<file path="src/rtl/light_sched_pkg.sv">
// light_sched_pkg: shared types and helpers for the lighting power-budget scheduler.
//   zone_state_e    : per-zone FSM encoding
//   HOLD_CYCLES_DEF : default hold reload (1 s at 50 MHz)
//   popcount16      : population count of up to 16 zone bits
package light_sched_pkg;

  typedef enum logic [1:0] {
    IDLE = 2'b00,
    REQ  = 2'b01,
    ON   = 2'b10,
    HOLD = 2'b11
  } zone_state_e;

  localparam int HOLD_CYCLES_DEF = 50_000_000;

  function automatic logic [4:0] popcount16(input logic [15:0] v);
    logic [4:0] c;
    c = '0;
    for (int i = 0; i < 16; i++) c = c + {4'b0, v[i]};
    return c;
  endfunction

endpackage

</file>
<file path="src/rtl/light_zone_fsm.sv">
// light_zone_fsm: one lighting zone -- optional PIR synchronizer, IDLE/REQ/ON/HOLD
// FSM and hold-time down-counter.
//   clk, reset_n : clock, async active-low reset
//   enable       : low forces the zone to IDLE with a cleared counter
//   pir          : raw motion input
//   grant        : one-cycle grant from the top-level arbiter
//   req          : zone is in REQ with motion still present (eligible for grant)
//   light_on     : zone lit (ON or HOLD)
//   pending      : zone in REQ
// Build option: LIGHT_SCHED_SYNC_EN adds a 2-flop synchronizer on pir.
module light_zone_fsm
  import light_sched_pkg::*;
#(
  parameter int HOLD_CYCLES = HOLD_CYCLES_DEF,
  parameter int CW          = $clog2(HOLD_CYCLES + 1)
) (
  input  logic clk,
  input  logic reset_n,
  input  logic enable,
  input  logic pir,
  input  logic grant,
  output logic req,
  output logic light_on,
  output logic pending
);

  localparam logic [CW-1:0] HOLD_LD = CW'(HOLD_CYCLES);

  logic pir_early;  // earliest usable copy of pir, arms REQ
  logic pir_s;      // fully conditioned pir, qualifies every other transition

`ifdef LIGHT_SCHED_SYNC_EN
  logic [1:0] sync;
  always_ff @(posedge clk or negedge reset_n)
    if (!reset_n) sync <= '0;
    else          sync <= {sync[0], pir};
  // REQ is armed off the first stage so the REQ edge coincides with the second
  // synchronizer edge; grant and withdrawal still look at the second stage.
  assign pir_early = sync[0];
  assign pir_s     = sync[1];
`else
  assign pir_early = pir;
  assign pir_s     = pir;
`endif

  zone_state_e   state, state_nxt;
  logic [CW-1:0] cnt, cnt_nxt;

  always_ff @(posedge clk or negedge reset_n)
    if (!reset_n) begin
      state <= IDLE;
      cnt   <= '0;
    end else begin
      state <= state_nxt;
      cnt   <= cnt_nxt;
    end

  always_comb begin
    state_nxt = state;
    cnt_nxt   = cnt;
    if (!enable) begin
      state_nxt = IDLE;
      cnt_nxt   = '0;
    end else begin
      case (state)
        IDLE: if (pir_early) state_nxt = REQ;
        REQ: begin
          if (!pir_s) state_nxt = IDLE;  // motion ended before a slot came up
          else if (grant) begin
            state_nxt = ON;
            cnt_nxt   = HOLD_LD;
          end
        end
        ON: begin
          if (pir_s) cnt_nxt = HOLD_LD;
          else       state_nxt = HOLD;
        end
        HOLD: begin
          // retrigger keeps the slot; no trip through the arbiter
          if (pir_s) begin
            state_nxt = ON;
            cnt_nxt   = HOLD_LD;
          end else if (cnt == '0) state_nxt = IDLE;
          else                    cnt_nxt = cnt - 1'b1;
        end
        default: begin
          state_nxt = IDLE;
          cnt_nxt   = '0;
        end
      endcase
    end
  end

  always_comb begin
    req      = (state == REQ) && pir_s;
    light_on = (state == ON) || (state == HOLD);
    pending  = (state == REQ);
  end

endmodule

</file>
<file path="src/rtl/light_zone_scheduler.sv">
// light_zone_scheduler: power-budget scheduler for PIR-driven lighting zones.
// Each zone holds its light for a hold time after motion ends; at most MAX_ON
// zones are lit at once and waiting zones are granted round-robin, one per cycle.
//   clk, reset_n : clock, async active-low reset
//   enable       : low forces all zones off (rr_ptr held)
//   pir          : raw motion inputs, one per zone
//   light_on     : light drive per zone
//   pending      : zone requesting but not yet granted
//   active_count : number of lit zones
// Build option: LIGHT_SCHED_SYNC_EN enables the per-zone pir synchronizers.
module light_zone_scheduler
  import light_sched_pkg::*;
#(
  parameter  int N_ZONES     = 4,
  parameter  int MAX_ON      = 2,
  parameter  int HOLD_CYCLES = HOLD_CYCLES_DEF,
  localparam int AW          = $clog2(MAX_ON + 1),
  localparam int PW          = $clog2(N_ZONES)
) (
  input  logic               clk,
  input  logic               reset_n,
  input  logic               enable,
  input  logic [N_ZONES-1:0] pir,
  output logic [N_ZONES-1:0] light_on,
  output logic [N_ZONES-1:0] pending,
  output logic [AW-1:0]      active_count
);

  logic [N_ZONES-1:0] req;
  logic [N_ZONES-1:0] grant;
  logic [PW-1:0]      rr_ptr;
  logic [PW-1:0]      gnt_idx;
  logic               gnt_any;
  logic [4:0]         cnt_full;

  light_zone_fsm #(.HOLD_CYCLES(HOLD_CYCLES)) u_zone [N_ZONES-1:0] (
    .clk      (clk),
    .reset_n  (reset_n),
    .enable   (enable),
    .pir      (pir),
    .grant    (grant),
    .req      (req),
    .light_on (light_on),
    .pending  (pending)
  );

  // Count comes from the zone state registers, so a slot freed at an edge is
  // only seen as free in the cycle after it.
  assign cnt_full     = popcount16(16'(light_on));
  assign active_count = cnt_full[AW-1:0];

  always_comb begin
    int idx;
    idx     = 0;
    gnt_any = 1'b0;
    gnt_idx = '0;
    grant   = '0;
    if (enable && (int'(cnt_full) < MAX_ON)) begin
      for (int k = 0; k < N_ZONES; k++) begin
        idx = int'(rr_ptr) + k;
        if (idx >= N_ZONES) idx = idx - N_ZONES;
        if (!gnt_any && req[idx]) begin
          gnt_any = 1'b1;
          gnt_idx = PW'(idx);
        end
      end
    end
    if (gnt_any) grant[gnt_idx] = 1'b1;
  end

  always_ff @(posedge clk or negedge reset_n)
    if (!reset_n) rr_ptr <= '0;
    else if (gnt_any)
      rr_ptr <= (gnt_idx == PW'(N_ZONES - 1)) ? '0 : gnt_idx + 1'b1;

endmodule

</file>
<file path="config.mk">
export PLATFORM = sky130hd
export DESIGN_NAME = light_zone_scheduler
export DESIGN_NICKNAME = d
export VERILOG_FILES = /design/src/rtl/light_sched_pkg.sv /design/src/rtl/light_zone_fsm.sv /design/src/rtl/light_zone_scheduler.sv
export SDC_FILE = /design/constraint.sdc
export NUM_CORES = 1
export LEC_CHECK = 0
export CAP_MARGIN = 20
export CORE_ASPECT_RATIO = 0.7
export CORE_MARGIN = 2
export CORE_UTILIZATION = 25
export CTS_BUF_LIST = sky130_fd_sc_hd__clkbuf_8
export DETAILED_ROUTE_END_ITERATION = 8
export PLACE_DENSITY_LB_ADDON = 0.15
export SETUP_SLACK_MARGIN = 0.02
export SYNTH_ARGS = -nofsm -noshare
export SYNTH_HDL_FRONTEND = slang
export SYNTH_SLANG_ARGS = --single-unit
</file>
<file path="constraint.sdc">
create_clock -name clk -period 5.8 [get_ports clk]
set_input_delay 1.74 -clock clk [delete_from_list [all_inputs] [get_ports clk]]
set_output_delay 1.74 -clock clk [all_outputs]
set_load 0.05 [all_outputs]
</file>
==> results of run 1 <==
-- flip-flops by register name, indices dropped and copies added, names as in the netlist --
name / flops
rr_ptr: 2
u_zone.cnt: 104
u_zone.state: 8
-- power breakdown --
part	leakage (nW)	internal (mW)	switching [mW]
logic	1.70	0.501	0.929
registers	1.47	0.955	0.210
clock network	0.220	0.435	0.358
-- final cells by class --
| cell class | count | area (um2) |
|---|---|---|
| tap | 385 | 482 |
| inverter | 31 | 116 |
| clock inverter | 5 | 47.5 |
| multi-input combinational | 721 | 4310 |
| clock buffer | 26 | 358 |
| sequential | 114 | 2850 |
| timing repair buffer | 34 | 292 |
| fill | 3220 | 21400 |
-- cells by family after synthesis --
| group | after synthesis | synth area share (%) |
|---|---|---|
| and+or+nand+nor | 366 | 24.7 |
| AOI/OAI and AO/OA | 322 | 27.2 |
| DFF | 114 | 37.9 |
| buffers and inverters | 83 | 4.72 |
| adders and majority gates | 29 | 4.92 |
| muxes | 3 | 0.432 |
| xor gates and xnor gates | 1 | 0.116 |
-- layer usage --
metal	track usage [%]	share of wire, %	vias to the layer above
met3	3.39	3.8	18
met4	4.30	1.3	0
met5	0	0	-
met2	19.7	40	126
li1	-	-	3432
met1	22.9	55	3428
-- critical path, cell delays in order (launching register included) --
cell	delay, ns
dfrtp_1	0.42
inv_1	0.11
ha_1	0.26
or2_2	0.35
inv_1	0.08
fa_1	0.41
inv_1	0.07
ha_1	0.13
inv_1	0.04
ha_1	0.26
clkdlybuf4s50_1	0.79
-- stage by stage --
stage	area (um2)	instances	total power, mW	hold slack (ns)
after floorplan	7520	918	2.18	0.442
after detailed placement	8050	1284	2.59	0.487
after global routing	8460	1316	3.65	0.526
after global placement	8050	1284	2.61	0.487
after CTS	8450	1315	3.40	0.507
final	8460	1316	3.39	0.499
-- final timing paths --
kind,from,end,slack (ns)
worst max-delay path,u_zone[1].state[0],active_count[1],0.66
worst min-delay path,u_zone[2].cnt[24],u_zone[2].cnt[24],0.50
worst max register to register,u_zone[1].state[0],u_zone[0].cnt[10],1.16
worst min register to register,u_zone[2].cnt[24],u_zone[2].cnt[24],0.50
max in group asynchronous,reset_n,u_zone[2].cnt[11],3.46
min in group asynchronous,reset_n,u_zone[0].cnt[7],1.34
-- cell usage in the layout, fill, tap and decap left out, types with 14 or more instances in the layout --
cell type	count
or3_1	21
clkbuf_8	26
nor2_1	83
o21ai_0	99
o31ai_1	26
inv_1	32
nor4_1	22
nand3_1	23
buf_4	18
or4_1	16
clkdlybuf4s50_1	14
a21oi_1	78
nand2_1	96
nand2b_1	14
ha_1	28
dfrtp_1	114
a31oi_1	21
nor3_1	37
==> impl_metrics.tcl, run 1 <==
set metrics [dict create \
    status "completed" \
    avgSynthCellArea_um2 8.19 \
    avgViaCountPerCell 5.32 \
    cts_hold_buf 0 \
    cts_resized 0 \
    powerDensity_nw_per_um2 400 \
    ys_types 70 \
    finalSetupViolations 0 \
    yosysWarningCount 0 \
    dr.pass1.iters 4 \
    synth-seq-cells 114 \
    finalClockSkew_ns 0.0128 \
    drive_above_1_share_pct 7.84 \
    start_util_pct 25.2 \
    io_pins 17 \
    overflow 0 \
    final_util_pct 28.4 \
    nNetsFinal 955 \
    worst_pin_slew_ns 1.02 \
    insertion_delay_ns 0.48 \
    cts-root-buf "clkbuf_8" \
    rr_worst_depth 20 \
    routed_wl_mm 22.2 \
    antenna_found_initial 0 \
    maxCapViolCount 0 \
    core-area_um2 29800 \
    worst-endpoint-arrival_ns 3.40 \
    clk_pin_slew_ns 0.07 \
    crit_type "register to output port" \
    postLayoutSetupSlackWorst_ns 0.656 \
    leakage_nw 3.40 \
    gp_congestion 0.789 \
    timing.fmax_mhz 194 \
    period_needed_ns 5.14 \
    grt_pass1_vias 6405 \
    netlist.area_leader.share_pct 37.9 \
    syn-instance-count 918 \
    clock_path_buffers 2 \
    vdd_ir_drop_max_mv 0.132 \
    finalHoldViolations 0 \
    grt_first_pass_wirelength_mm 36.5 \
    dp_hpwl_mm 14.9 \
    synth_async_sr_flop_share_pct 100 \
    grt_use_total_pct 14.7 \
    holdPathStages 1 \
    dieArea_um2 31500 \
    vias 7004 \
    die_y_um 149 \
    grt_max_degree 91 \
    post_drt_wl_per_cell_um 16.8 \
    htree_levels 4 \
    post_cts_buffers 0 \
    worstPathRequired_ns 4.06 \
    cts_tree "done" \
    period_share_pct 88.7 \
    route.detailed.drc 0 \
    area_growth_pct 12.5 \
    yosysMostFrequentCell "dfrtp_1" \
    hold_class "register to register" \
    die_x_um 211 \
    synth_edf_count 0 \
    ys.flop_type "dfrtp_1" \
    synthTopCellsByCount "114 x dfrtp_1, 99 x o21ai_0, 96 x nand2_1" \
    drt_iter0_drc 569 \
    numCtsBuffers 17 \
    fin_tns_setup_ns 0 \
    cts.sinks 114 \
    yosysSeqAreaShare_pct 37.9 \
    end_kind "output port" \
    synth_top_cell_by_area "dfrtp_1" \
    dp_slack_ns 0.402 \
    rsz0062_at_grt "no" \
    slew-limit-headroom_pct 31.5 \
    syn-cell-area_um2 7520 \
    startpoint_type "register" \
    rows 53 \
    antennaDiodeCount 0 \
    antenna_left 0 \
    synth_nets 954 \
    slew_viol_final 0 \
    io_buffer_count 16 \
    synthTopCellsByArea "dfrtp_1 38%, o21ai_0 6.6%, a21oi_1 5.2%, nand2_1 4.8%, ha_1 4.7%" \
    crit_path_max_fanout 5 \
]
No activity file was read; power rests on OpenSTA's default activity.
==> run 2: changes to the inputs <==
--- a/config.mk
+++ b/config.mk
@@ -12,6 +12,7 @@
 export CTS_BUF_LIST = sky130_fd_sc_hd__clkbuf_8
 export DETAILED_ROUTE_END_ITERATION = 8
 export PLACE_DENSITY_LB_ADDON = 0.15
+export REMOVE_ABC_BUFFERS = 1
 export SETUP_SLACK_MARGIN = 0.02
 export SYNTH_ARGS = -nofsm -noshare
 export SYNTH_HDL_FRONTEND = slang
==> run 2 against run 1 <==
  * Worst setup slack worse by 0.11 ns
  * Total power is 4.7% lower
  * Clock-buffer cell count is 7 lower
  * Flip-flop and latch count stayed put
  * Routed wire length is 0.37% higher
  * Worst hold slack worse by 0.011 ns
  * Register-to-register slack worse by 0.14 ns
  * Clock power is 21% lower
  * Sequential share of layout area is 0.43 points higher
  * Maximum frequency is 2.1% lower
  * Critical path depth stayed put
==> impl_metrics.tcl, run 2 (synthesized netlist as in run 1, its figures left out) <==
set metrics [dict create \
    timing.fmax_mhz 190 \
    dp_slack_ns 0.469 \
    rsz0062_at_grt "no" \
    powerDensity_nw_per_um2 386 \
    regArea_um2 2850 \
    avgViaCountPerCell 5.27 \
    largest_register_ffs 104 \
    fillers 3228 \
    core-area_um2 29800 \
    insertion_delay_ns 0.48 \
    rows 53 \
    route.detailed.drc 0 \
    htree_levels 4 \
    crit_path_max_fanout 5 \
    finalSetupViolations 0 \
    gp_congestion 0.769 \
    antennaDiodeCount 0 \
    rr_worst_depth 19 \
    grt_use_total_pct 15.0 \
    regToRegStartpoint "u_zone[1].state[0]" \
    clk_pin_slew_ns 0.07 \
    crit_type "register to output port" \
    reg2reg_to "u_zone[2].cnt[18]" \
    hp-start "u_zone[2].cnt[24]" \
    dp_hpwl_mm 15.1 \
    place_inst 1284 \
    worst_pin_slew_ns 1.01 \
    hold_class "register to register" \
    finalClockSkew_ns 0.0157 \
    layout_common_cells "114 x dfrtp_1, 99 x o21ai_0, 96 x nand2_1, 83 x nor2_1, 78 x a21oi_1" \
    post_drt_wl_per_cell_um 16.9 \
    routed_wl_mm 22.2 \
    grt_max_degree 63 \
    cts.sinks 114 \
    status "completed" \
    holdPathStages 1 \
    overflow 0 \
    numCtsBuffers 17 \
    vias 6920 \
    die_x_um 211 \
    stdcell_count 1312 \
    reg_top3 "u_zone.cnt: 104 flops, u_zone.state: 8 flops, rr_ptr: 2 flops" \
    drive_above_1_share_pct 6.90 \
    die_y_um 149 \
    fin_tns_setup_ns 0 \
    finalHoldViolations 0 \
    r2r_setup_slack_ns 1.02 \
    clock_path_buffers 2 \
    nNetsFinal 955 \
    period_needed_ns 5.26 \
    end_kind "output port" \
    largest-register "u_zone.cnt" \
    cp-startpoint "u_zone[1].state[0]" \
    cts_tree "done" \
    cts_resized 0 \
    grt_pass1_vias 6605 \
    io_buffer_count 16 \
    start_util_pct 25.2 \
    cts_hold_buf 0 \
    startpoint_type "register" \
    postLayoutSetupSlackWorst_ns 0.545 \
    grt_first_pass_wirelength_mm 37.1 \
    slew_viol_final 0 \
    vdd_ir_drop_max_mv 0.128 \
    period_share_pct 90.6 \
    area_growth_pct 11.1 \
    drt_iter0_drc 468 \
    layout_commonest_cell "dfrtp_1" \
    io_pins 17 \
    slew-limit-headroom_pct 32.5 \
    maxCapViolCount 0 \
    dieArea_um2 31500 \
    cts-root-buf "clkbuf_8" \
    leakage_nw 3.36 \
    hold_end "u_zone[2].cnt[24]" \
    antenna_left 0 \
    multi_input_area_um2 4310 \
    post_cts_buffers 0 \
    worst-endpoint-arrival_ns 3.52 \
    dr.pass1.iters 5 \
    antenna_found_initial 0 \
    worstPathRequired_ns 4.06 \
]
## run 2: final cells by class
cell class	count	area share (%)
clock inverters	8	0.374
inverters	31	1.39
repair buffers	34	3.56
well taps	385	5.77
clock buffers	19	3.13
multi-input cells	721	51.6
flip-flops and latches	114	34.1
## run 2: per-stage QoR
step           hold slack [ns]  cell area, um2  util, %  total power, mW
2_1_floorplan            0.442            7280        -             2.13
3_3_place_gp             0.468            8060     27.0             2.62
3_5_place_dp             0.473            8060     27.0             2.60
4_1_cts                  0.486            8350     28.0             3.26
5_1_grt                  0.539            8360     28.0             3.51
6_report                 0.488            8360     28.0             3.23
## run 2: worst max-delay path by stage
stage,endpoint,slack (ns)
finish,active_count[1],0.54
detailed placement,u_zone[3].cnt[13],0.47
global placement,u_zone[3].cnt[13],0.57
CTS,active_count[1],0.43
floorplan,u_zone[2].cnt[2],1.19
global route,active_count[1],0.27
## run 2: worst max-delay path, stage by stage, from the launching register on
cell             delay [ns]
dfrtp_1                0.44
inv_1                  0.12
ha_1                   0.27
or2_2                  0.36
inv_1                  0.08
fa_1                   0.40
inv_1                  0.07
ha_1                   0.13
inv_1                  0.04
ha_1                   0.31
clkdlybuf4s50_1        0.81
## run 2: report_power, final
group / leakage (nW) / internal [mW] / switching, mW / total [mW]
Clock: 0.178 / 0.293 / 0.332 / 0.625
Combinational: 1.71 / 0.504 / 0.932 / 1.44
Sequential: 1.47 / 0.955 / 0.211 / 1.17
## run 2: per-layer routing
layer / global-route usage, % / wire length [um] / up-vias
met3: 3.05 / 800 / 11
li1: - / - / 3432
met4: 5.14 / 241 / 0
met1: 22.9 / 12300 / 3340
met5: 0 / 0 / -
met2: 20.5 / 8870 / 137
==> run 3: changes to the inputs <==
--- a/config.mk
+++ b/config.mk
@@ -7,9 +7,9 @@
 export LEC_CHECK = 0
 export CAP_MARGIN = 20
 export CORE_ASPECT_RATIO = 0.7
-export CORE_MARGIN = 2
 export CORE_UTILIZATION = 25
 export CTS_BUF_LIST = sky130_fd_sc_hd__clkbuf_8
+export CTS_CLUSTER_DIAMETER = 50
 export DETAILED_ROUTE_END_ITERATION = 8
 export PLACE_DENSITY_LB_ADDON = 0.15
 export REMOVE_ABC_BUFFERS = 1
==> run 3 against run 2 <==
  * Clock power up 16%
  * Routed wire length down 0.11%
  * First-iteration DRC count down 8.8%
==> impl_metrics.tcl, run 3 (synthesized netlist as in run 1, its figures left out) <==
set metrics [dict create \
    postPlaceCellArea_um2 8060 \
    worstPathRequired_ns 4.06 \
    numCtsBuffers 17 \
    drt_iter0_drc 427 \
    powerDensity_nw_per_um2 393 \
    antennaDiodeCount 0 \
    fillers 3094 \
    vias 6903 \
    crit_chain "inv_1, ha_1, nor2_1, fa_1, inv_1, ha_1, inv_1, ha_1, clkdlybuf4s50_1" \
    dp_slack_ns 0.449 \
    finalSetupViolations 0 \
    intPower_mw 1.83 \
    final_area_um2 8430 \
    rsz0062_at_grt "no" \
    end_kind "output port" \
    p_clk_share_pct 21.9 \
    timing.fmax_mhz 191 \
    route.detailed.drc 0 \
    grt_pass1_vias 6397 \
    htree_levels 4 \
    crit_slowest_cell "clkdlybuf4s50_1" \
    switching_share_pct 44.7 \
    nNetsFinal 954 \
    drive_above_1_share_pct 7.74 \
    worst-endpoint-arrival_ns 3.49 \
    startpoint_type "register" \
    crit_path_max_incr_delay_ns 0.81 \
    period_needed_ns 5.23 \
    cts_resized 0 \
    slew_viol_final 0 \
    grt_first_pass_wirelength_mm 36.4 \
    insertion_delay_ns 0.47 \
    cts.sinks 114 \
    dp_hpwl_mm 15.2 \
    core-area_um2 29200 \
    largest_register_ffs 104 \
    die_y_um 147 \
    die_x_um 209 \
    rows 52 \
    crit_type "register to output port" \
    gp_congestion 0.809 \
    slew-limit-headroom_pct 31.0 \
    switchingPower_mw 1.48 \
    fin_tns_setup_ns 0 \
    postLayoutSetupSlackWorst_ns 0.574 \
    vdd_ir_drop_max_mv 0.123 \
    grt_max_degree 66 \
    layout_commonest_cell "dfrtp_1" \
    crit_buf_inv 4 \
    dr.pass1.iters 5 \
    overflow 0 \
    cts_hold_buf 0 \
    finalClockSkew_ns 0.00927 \
    hold_class "register to register" \
    clock_path_buffers 2 \
    p_seq_share_pct 35.4 \
    worst_pin_slew_ns 1.03 \
    post_drt_wl_per_cell_um 17.0 \
    leakage_nw 3.39 \
    area_growth_pct 12.1 \
    status "completed" \
    post_cts_buffers 0 \
    avgViaCountPerCell 5.28 \
    finalHoldViolations 0 \
    crit_path_max_fanout 5 \
    dieArea_um2 30800 \
    largest-register "u_zone.cnt" \
    routed_wl_mm 22.2 \
    period_share_pct 90.1 \
    io_buffer_count 16 \
    start_util_pct 25.7 \
    cts-root-buf "clkbuf_8" \
    combPwrFrac_pct 42.8 \
    antenna_left 0 \
    reg_top3 "u_zone.cnt: 104 flops, u_zone.state: 8 flops, rr_ptr: 2 flops" \
    hold_slack_ns 0.504 \
    maxCapViolCount 0 \
    io_pins 17 \
    antenna_found_initial 0 \
    grt_use_total_pct 15.0 \
    cts_tree "done" \
    clk_pin_slew_ns 0.07 \
    layout_common_cells "114 x dfrtp_1, 99 x o21ai_0, 96 x nand2_1, 83 x nor2_1, 78 x a21oi_1" \
    crit_family "adder cells" \
]
run 3: cell types whose count changed in the layout (fill, tap and decap cells not counted):
| cell | delta |
|---|---|
| clkbuf_8 | +6 |
| buf_2 | -1 |
| inv_1 | -5 |
| buf_4 | -1 |
| clkinv_2 | +3 |
| buf_12 | +1 |
run 3: cell type report:
type	count	area [um2]	share of cell area (%)
clock inverters	6	27.5	0.326
multi-input cells	721	4310	51.2
clock buffers	25	344	4.08
well taps	378	473	5.61
flip-flops and latches	114	2850	33.8
inverters	31	116	1.38
repair buffers	33	305	3.62
run 3: power by group through the flow:
stage          clock network, mW  logic (mW)  registers [mW]
3_3_place_gp                   0        1.43            1.19
2_1_floorplan                  0        1.02            1.12
6_report                   0.726        1.42            1.17
5_1_grt                    0.787        1.59            1.20
3_5_place_dp                   0        1.42            1.18
4_1_cts                    0.764        1.43            1.17
run 3: tightest hold or removal path, cell delays in order, from the launching register on:
cell	delay (ns)
dfrtp_1	0.37
nand2_1	0.06
nand2_1	0.05
run 3: per-layer routing:
metal  track usage, %  vias up  wire length [um]
met3             2.95       11               647
li1                 -     3450                 -
met2             20.0       98              8820
met1             23.7     3344             12500
met5                0        -                 0
met4             4.41        0               214
run 3: per-stage QoR:
step                instances  total power, mW  utilization, %
global route             1308             3.58            28.9
detailed placement       1277             2.60            27.6
global placement         1277             2.62            27.6
finish                   1308             3.32            28.9
floorplan                 866             2.13               -
CTS                      1308             3.36            28.9
run 3: path summary, 6_finish.rpt:
| kind | startpoint | end | slack (ns) | depth (start not counted) |
|---|---|---|---|---|
| hold / removal | u_zone[0].cnt[12] | u_zone[0].cnt[12] | 0.50 | 2 |
| min in group asynchronous | reset_n | u_zone[3].cnt[15] | 1.31 | 1 |
| max in group asynchronous | reset_n | u_zone[2].cnt[3] | 3.66 | 2 |
| hold reg to reg | u_zone[0].cnt[12] | u_zone[0].cnt[12] | 0.50 | 2 |
| setup / recovery | u_zone[0].state[0] | active_count[1] | 0.57 | 9 |
| setup reg to reg | u_zone[1].state[0] | u_zone[2].cnt[14] | 1.10 | 19 |
